## src/rtl/calc_pkg.sv

```systemverilog
// Shared widths, idle levels and channel helpers for the calculator input conditioner.
package calc_pkg;

  localparam int A_W              = 4;
  localparam int B_W              = 4;
  localparam int OPT_W            = 3;
  localparam int SW_W             = A_W + B_W + OPT_W;
  localparam int NUM_CH           = SW_W + 1;
  localparam int EQ_IDX           = SW_W;
  localparam logic EQ_IDLE        = 1'b1;
  localparam int DEBOUNCE_DEFAULT = 500000;

  // The equals button idles high (released); every switch idles low.
  function automatic logic chanRstVal(input int idx);
    return (idx == EQ_IDX) ? EQ_IDLE : 1'b0;
  endfunction

endpackage

```

## src/rtl/debounce_bit.sv

```systemverilog
// One conditioning channel: a flop synchroniser followed by a persistence-count debouncer.
module debounce_bit #(
  parameter int   SYNC_STAGES     = 2,
  parameter int   DEBOUNCE_CYCLES = 4,
  parameter logic RST_VAL         = 1'b0
) (
  input  logic clk,
  input  logic ac,
  input  logic d,
  output logic q
);

  localparam int CNT_W = $clog2(DEBOUNCE_CYCLES);

  logic [SYNC_STAGES-1:0] sync_q;
  logic [CNT_W-1:0]       cnt_q, cnt_d;
  logic                   val_q, val_d;
  logic                   s;

  assign s = sync_q[SYNC_STAGES-1];
  assign q = val_q;

  // A bounce back to the accepted level leaves cnt_d at its zero default.
  always_comb begin
    cnt_d = '0;
    val_d = val_q;
    if (s != val_q) begin
      if (cnt_q == CNT_W'(DEBOUNCE_CYCLES - 1)) begin
        val_d = s;
      end else begin
        cnt_d = cnt_q + CNT_W'(1);
      end
    end
  end

  always_ff @(posedge clk) begin
    if (ac) begin
      sync_q <= {SYNC_STAGES{RST_VAL}};
      cnt_q  <= '0;
      val_q  <= RST_VAL;
    end else begin
      sync_q <= {sync_q[SYNC_STAGES-2:0], d};
      cnt_q  <= cnt_d;
      val_q  <= val_d;
    end
  end

endmodule

```

## src/rtl/calc_input_conditioner.sv

```systemverilog
// Debounces the calculator switches and equals button, and derives single-cycle event pulses.
module calc_input_conditioner
  import calc_pkg::*;
#(
  parameter int SYNC_STAGES     = 2,
  parameter int DEBOUNCE_CYCLES = DEBOUNCE_DEFAULT
) (
  input  logic             clk,
  input  logic             ac,
  input  logic [A_W-1:0]   raw_a,
  input  logic [B_W-1:0]   raw_b,
  input  logic [OPT_W-1:0] raw_opt,
  input  logic             raw_equal,
  output logic [A_W-1:0]   optA,
  output logic [B_W-1:0]   optB,
  output logic [OPT_W-1:0] doOpt,
  output logic             equalTo,
  output logic             eq_press,
  output logic             eq_release,
  output logic             field_change
);

  localparam logic [NUM_CH-1:0] RST_VEC = {EQ_IDLE, {SW_W{1'b0}}};

  logic [NUM_CH-1:0] rawBus;
  logic [NUM_CH-1:0] acc;
  logic [NUM_CH-1:0] accDly_q;
  logic              eqPress_q, eqPress_d;
  logic              eqRelease_q, eqRelease_d;
  logic              fieldChange_q, fieldChange_d;

  assign rawBus = {raw_equal, raw_opt, raw_b, raw_a};

  for (genvar i = 0; i < NUM_CH; i++) begin : g_ch
    debounce_bit #(
      .SYNC_STAGES    (SYNC_STAGES),
      .DEBOUNCE_CYCLES(DEBOUNCE_CYCLES),
      .RST_VAL        (chanRstVal(i))
    ) u_db (
      .clk(clk),
      .ac (ac),
      .d  (rawBus[i]),
      .q  (acc[i])
    );
  end

  // Edges are found against a one-cycle-old copy of the accepted levels.
  always_comb begin
    eqPress_d     = accDly_q[EQ_IDX] & ~acc[EQ_IDX];
    eqRelease_d   = ~accDly_q[EQ_IDX] & acc[EQ_IDX];
    fieldChange_d = |(acc[SW_W-1:0] ^ accDly_q[SW_W-1:0]);
  end

  always_ff @(posedge clk) begin
    if (ac) begin
      accDly_q      <= RST_VEC;
      eqPress_q     <= 1'b0;
      eqRelease_q   <= 1'b0;
      fieldChange_q <= 1'b0;
    end else begin
      accDly_q      <= acc;
      eqPress_q     <= eqPress_d;
      eqRelease_q   <= eqRelease_d;
      fieldChange_q <= fieldChange_d;
    end
  end

  assign optA         = acc[A_W-1:0];
  assign optB         = acc[A_W+B_W-1:A_W];
  assign doOpt        = acc[SW_W-1:A_W+B_W];
  assign equalTo      = acc[EQ_IDX];
  assign eq_press     = eqPress_q;
  assign eq_release   = eqRelease_q;
  assign field_change = fieldChange_q;

endmodule

```

## config.mk

```make
export PLATFORM = sky130hd
export DESIGN_NAME = calc_input_conditioner
export DESIGN_NICKNAME = d
export VERILOG_FILES = /design/src/rtl/calc_pkg.sv /design/src/rtl/debounce_bit.sv /design/src/rtl/calc_input_conditioner.sv
export SDC_FILE = /design/constraint.sdc
export NUM_CORES = 1
export LEC_CHECK = 0
export CAP_MARGIN = 20
export CORE_UTILIZATION = 58
export CTS_CLUSTER_DIAMETER = 200
export DETAILED_ROUTE_END_ITERATION = 12
export GPL_ROUTABILITY_DRIVEN = 0
export GPL_TIMING_DRIVEN = 0
export PLACE_DENSITY = 0.82
export SLEW_MARGIN = 20
export SYNTH_ARGS = -nofsm -noshare
export SYNTH_HDL_FRONTEND = slang
export SYNTH_SLANG_ARGS = --single-unit
```

## constraint.sdc

```tcl
create_clock -name clk -period 2.4 [get_ports clk]
set_clock_uncertainty 0.1 [all_clocks]
set_input_delay 0.6 -clock clk [delete_from_list [all_inputs] [get_ports clk]]
set_output_delay 0.6 -clock clk [all_outputs]
set_load 0.01 [all_outputs]
```

==> out/results.txt, run 1 <==
status - finished clean
clock sinks - 279
clock buffer depth - 3
syn nets - 1383
first-pass GRT wire length - 41100 um
Mapped Avg Cell Area - 8.90 um^2
Setup WS pre-CTS - -0.464 ns
Area Growth Syn to Fin - 13.2%
Crit Path Max Fanout - 4
FP Rows - 52
commonest non-fill, non-tap cell in the layout - dfxtp_1
cells after synthesis - 1357
First DRT Iteration DRCs - 439
ANT nets after route - 0
DR DRC count - 0
crit path kind - flop to output port
FF-to-FF path depth - 6
clk slew on worst S/H paths - 0.06 ns
RSZ-0062 raised after global routing - no
Overall Power - 9240 uW
total I/O pin count - 29
largest family of logic cells by synthesized area - simple AND/OR/NAND/NOR gates
Synth Area in Simple Gates - 29.5%
vias in the first global route - 9168
leakage dissipation - 0.00423 uW
CP Data Required Time - 1.70 ns
share of layout cells above drive strength 1 - 7.38%
mux share of post-synthesis cell area - 0%
IO buf count - 27
xor/xnor cell area share of the yosys netlist - 12.5%
worst min path class - flop to flop
fmax - 0.425 GHz
DR pass1 iterations - 5
CP peak stage delay - 0.52 ns
critical path capture point type - output port
compound-gate portion of the synthesized area - 7.07%
core area - 0.0203 mm^2
WL per Instance - 14.0 um
CP max-delay cell - clkdlybuf4s50_1
Reg-to-Reg End - g_ch[5].u_db.cnt_q[12]
Max transition margin - 56.6%
vias - 9650
final instance area - 0.0137 mm^2
ys async rst share - 0%
initial antenna violation count - 0
RR Startpoint - g_ch[5].u_db.cnt_q[5]
TNS Setup - 0 ns
peak supply drop - 514 uV
Die Wd - 146 um
crit path launch - g_ch[1].u_db.q
max cap viols - 0
Worst EP arrival - 1.65 ns
crit path capture - optA[1]
Layout Cells excl Fill - 1707
power density over the cells - 677 mW/mm^2
worst slew pin tran - 0.650 ns
critical path cell sequence - buf_4 -> clkdlybuf4s50_1
adder-cell area share of the yosys netlist - 1.24%
synth unique cells - 54
setup violators final - 0
placed cells - 1654
Hold Vio Cnt, Final - 0
layout net count - 1441
sequential-to-total area share from yosys stat - 46.3%
most frequent cells in the layout - dfxtp_1 (275), nor2_1 (200), xor2_1 (89), nand3_1 (86), xnor2_1 (83)
Via density - 5.65
DIE AREA - 0.0214 mm^2
fill count - 1618
clk root buf - clkbuf_16
synthesized flop and latch total - 279
H-tree Lvls - 1
final worst-path setup slack - 0.0492 ns
number of synthesized flops with an enable pin - 0
GRT Util Overall - 22.4%
Ant. Diodes - 0
clock tree from TritonCTS - yes
Synth warnings - 0
Clock Latency Late Sink - 0.53 ns
HPWL after detailed placement - 16200 um
R2R setup slack - 0.16 ns
Die H - 146 um
total global routing overflow - 0
total CTS buffers - 29
Tmin final - 2.35 ns
synthesized cell area - 0.0121 mm^2
Main synth FF type - dfxtp_1
Initial Util - 59.5%
Worst Setup Start Kind - flop
Tcrit/Tclk final - 97.9%
Cell Area, Placed - 0.0127 mm^2
fin. max-slew vios - 0
largest net degree at the start of global routing - 14
Routed WL - 23800 um
==> cells by family (layout without fill, tap and decap cells) <==
logic type               count (synthesis)  after routing
AO/OA/AOI/OAI                          145            145
XOR/XNOR                               172            172
adder cells (fa/ha/maj)                 12             12
buffers and inverters                   88            168
flip-flops                             279            279
AND/OR/NAND/NOR                        661            661
==> cells in the mapped netlist (3+ instances only) <==
master	instances	area, um^2
nand4_1	55	344
nor4_1	30	188
a21o_1	3	22.5
nor4b_1	14	123
and3_1	11	68.8
a31o_2	3	26.3
clkbuf_1	23	86.3
xor2_1	89	780
o21ai_0	37	185
inv_1	44	165
nand2_1	66	248
or3_1	43	269
buf_4	14	105
nand3_1	86	430
ha_1	12	150
nand2b_1	8	50.1
nor2_1	200	751
or4_1	28	210
nor4bb_1	5	50.1
or2_2	4	25.0
or4b_2	4	40.0
xnor2_1	83	727
and4_1	25	219
nor2b_1	34	213
a21oi_1	64	320
o21ai_1	4	20.0
dfxtp_1	279	5590
nand4bb_1	4	45.0
and2_1	10	62.6
buf_2	3	15.0
nor3_1	22	110
o31ai_1	21	158
==> routing by layer <==
layer	vias to the layer above	GRT usage, %	share of wire, %
li1	4881	-	-
met1	4591	28.3	46
met2	143	40.0	49
met3	35	2.97	3.5
met4	0	5.68	1.7
met5	-	0	0
==> layout make-up <==
type | count | area [um^2] | share of cell area, %
Buffer | 44 | 251 | 1.84
Clock buffer | 39 | 803 | 5.88
Clock inverter | 14 | 145 | 1.06
Inverter | 44 | 165 | 1.21
Multi-Input combinational cell | 990 | 6100 | 44.6
Sequential cell | 279 | 5590 | 40.9
Tap cell | 270 | 338 | 2.47
Timing Repair Buffer | 27 | 270 | 1.98
==> metrics by stage <==
step | util (%) | hold WS, ns
floorplan | - | 0.289
global placement | 62.5 | 0.294
detailed placement | 62.5 | 0.298
CTS | 67.2 | 0.317
global route | 67.3 | 0.335
finish | 67.3 | 0.315
==> flip-flops by register name, summed over array words and instances (netlist names) <==
| register | cells |
|---|---|
| g_ch.u_db.cnt_q | 228 |
| eq_press | 1 |
| eq_release | 1 |
| accDly_q | 12 |
| g_ch.u_db.sync_q | 24 |
| g_ch.u_db.q | 12 |
| field_change | 1 |
==> what timing repair did <==
item,in CTS,in global routing
setup endpoints to repair,13,81
hold buffers,0,0
setup buffers,0,0
gates resized for setup,4,12
==> report_power, final <==
| part | leakage, uW | total [uW] | switching (uW) | internal (uW) |
|---|---|---|---|---|
| clock network | 0.000479 | 4450 | 1790 | 2660 |
| registers | 0.00225 | 4670 | 13.5 | 4660 |
| logic | 0.00149 | 128 | 76.5 | 51.8 |
| total | 0.00423 | 9240 | 1880 | 7370 |
==> how the worst min path moves through the flow <==
| stage | startpoint | end | slack (ns) | cells after the start |
|---|---|---|---|---|
| after detailed placement | g_ch[11].u_db.sync_q[0] | g_ch[11].u_db.sync_q[1] | 0.30 | 1 |
| after floorplan | g_ch[11].u_db.sync_q[0] | g_ch[11].u_db.sync_q[1] | 0.29 | 1 |
| after global placement | g_ch[11].u_db.sync_q[0] | g_ch[11].u_db.sync_q[1] | 0.29 | 1 |
| after CTS | g_ch[11].u_db.sync_q[0] | g_ch[11].u_db.sync_q[1] | 0.32 | 1 |
| after global routing | g_ch[11].u_db.sync_q[0] | g_ch[11].u_db.sync_q[1] | 0.33 | 1 |
| final | g_ch[11].u_db.sync_q[0] | g_ch[11].u_db.sync_q[1] | 0.32 | 1 |
==> worst max-delay path, delay by kind of cell, from the launching register on <==
| kind | cells | cell delay (ns) |
|---|---|---|
| buf+inv | 2 | 0.67 |
| flops | 1 | 0.45 |
(Power assumes the default switching activity.)
==> run 2, diff against run 1 <==
--- a/config.mk
+++ b/config.mk
@@ -5,7 +5,6 @@
 export SDC_FILE = /design/constraint.sdc
 export NUM_CORES = 1
 export LEC_CHECK = 0
-export CAP_MARGIN = 20
 export CORE_UTILIZATION = 58
 export CTS_CLUSTER_DIAMETER = 200
 export DETAILED_ROUTE_END_ITERATION = 12
==> results of run 2 <==
The final DEF is identical to that of run 1; final timing and power are the same.
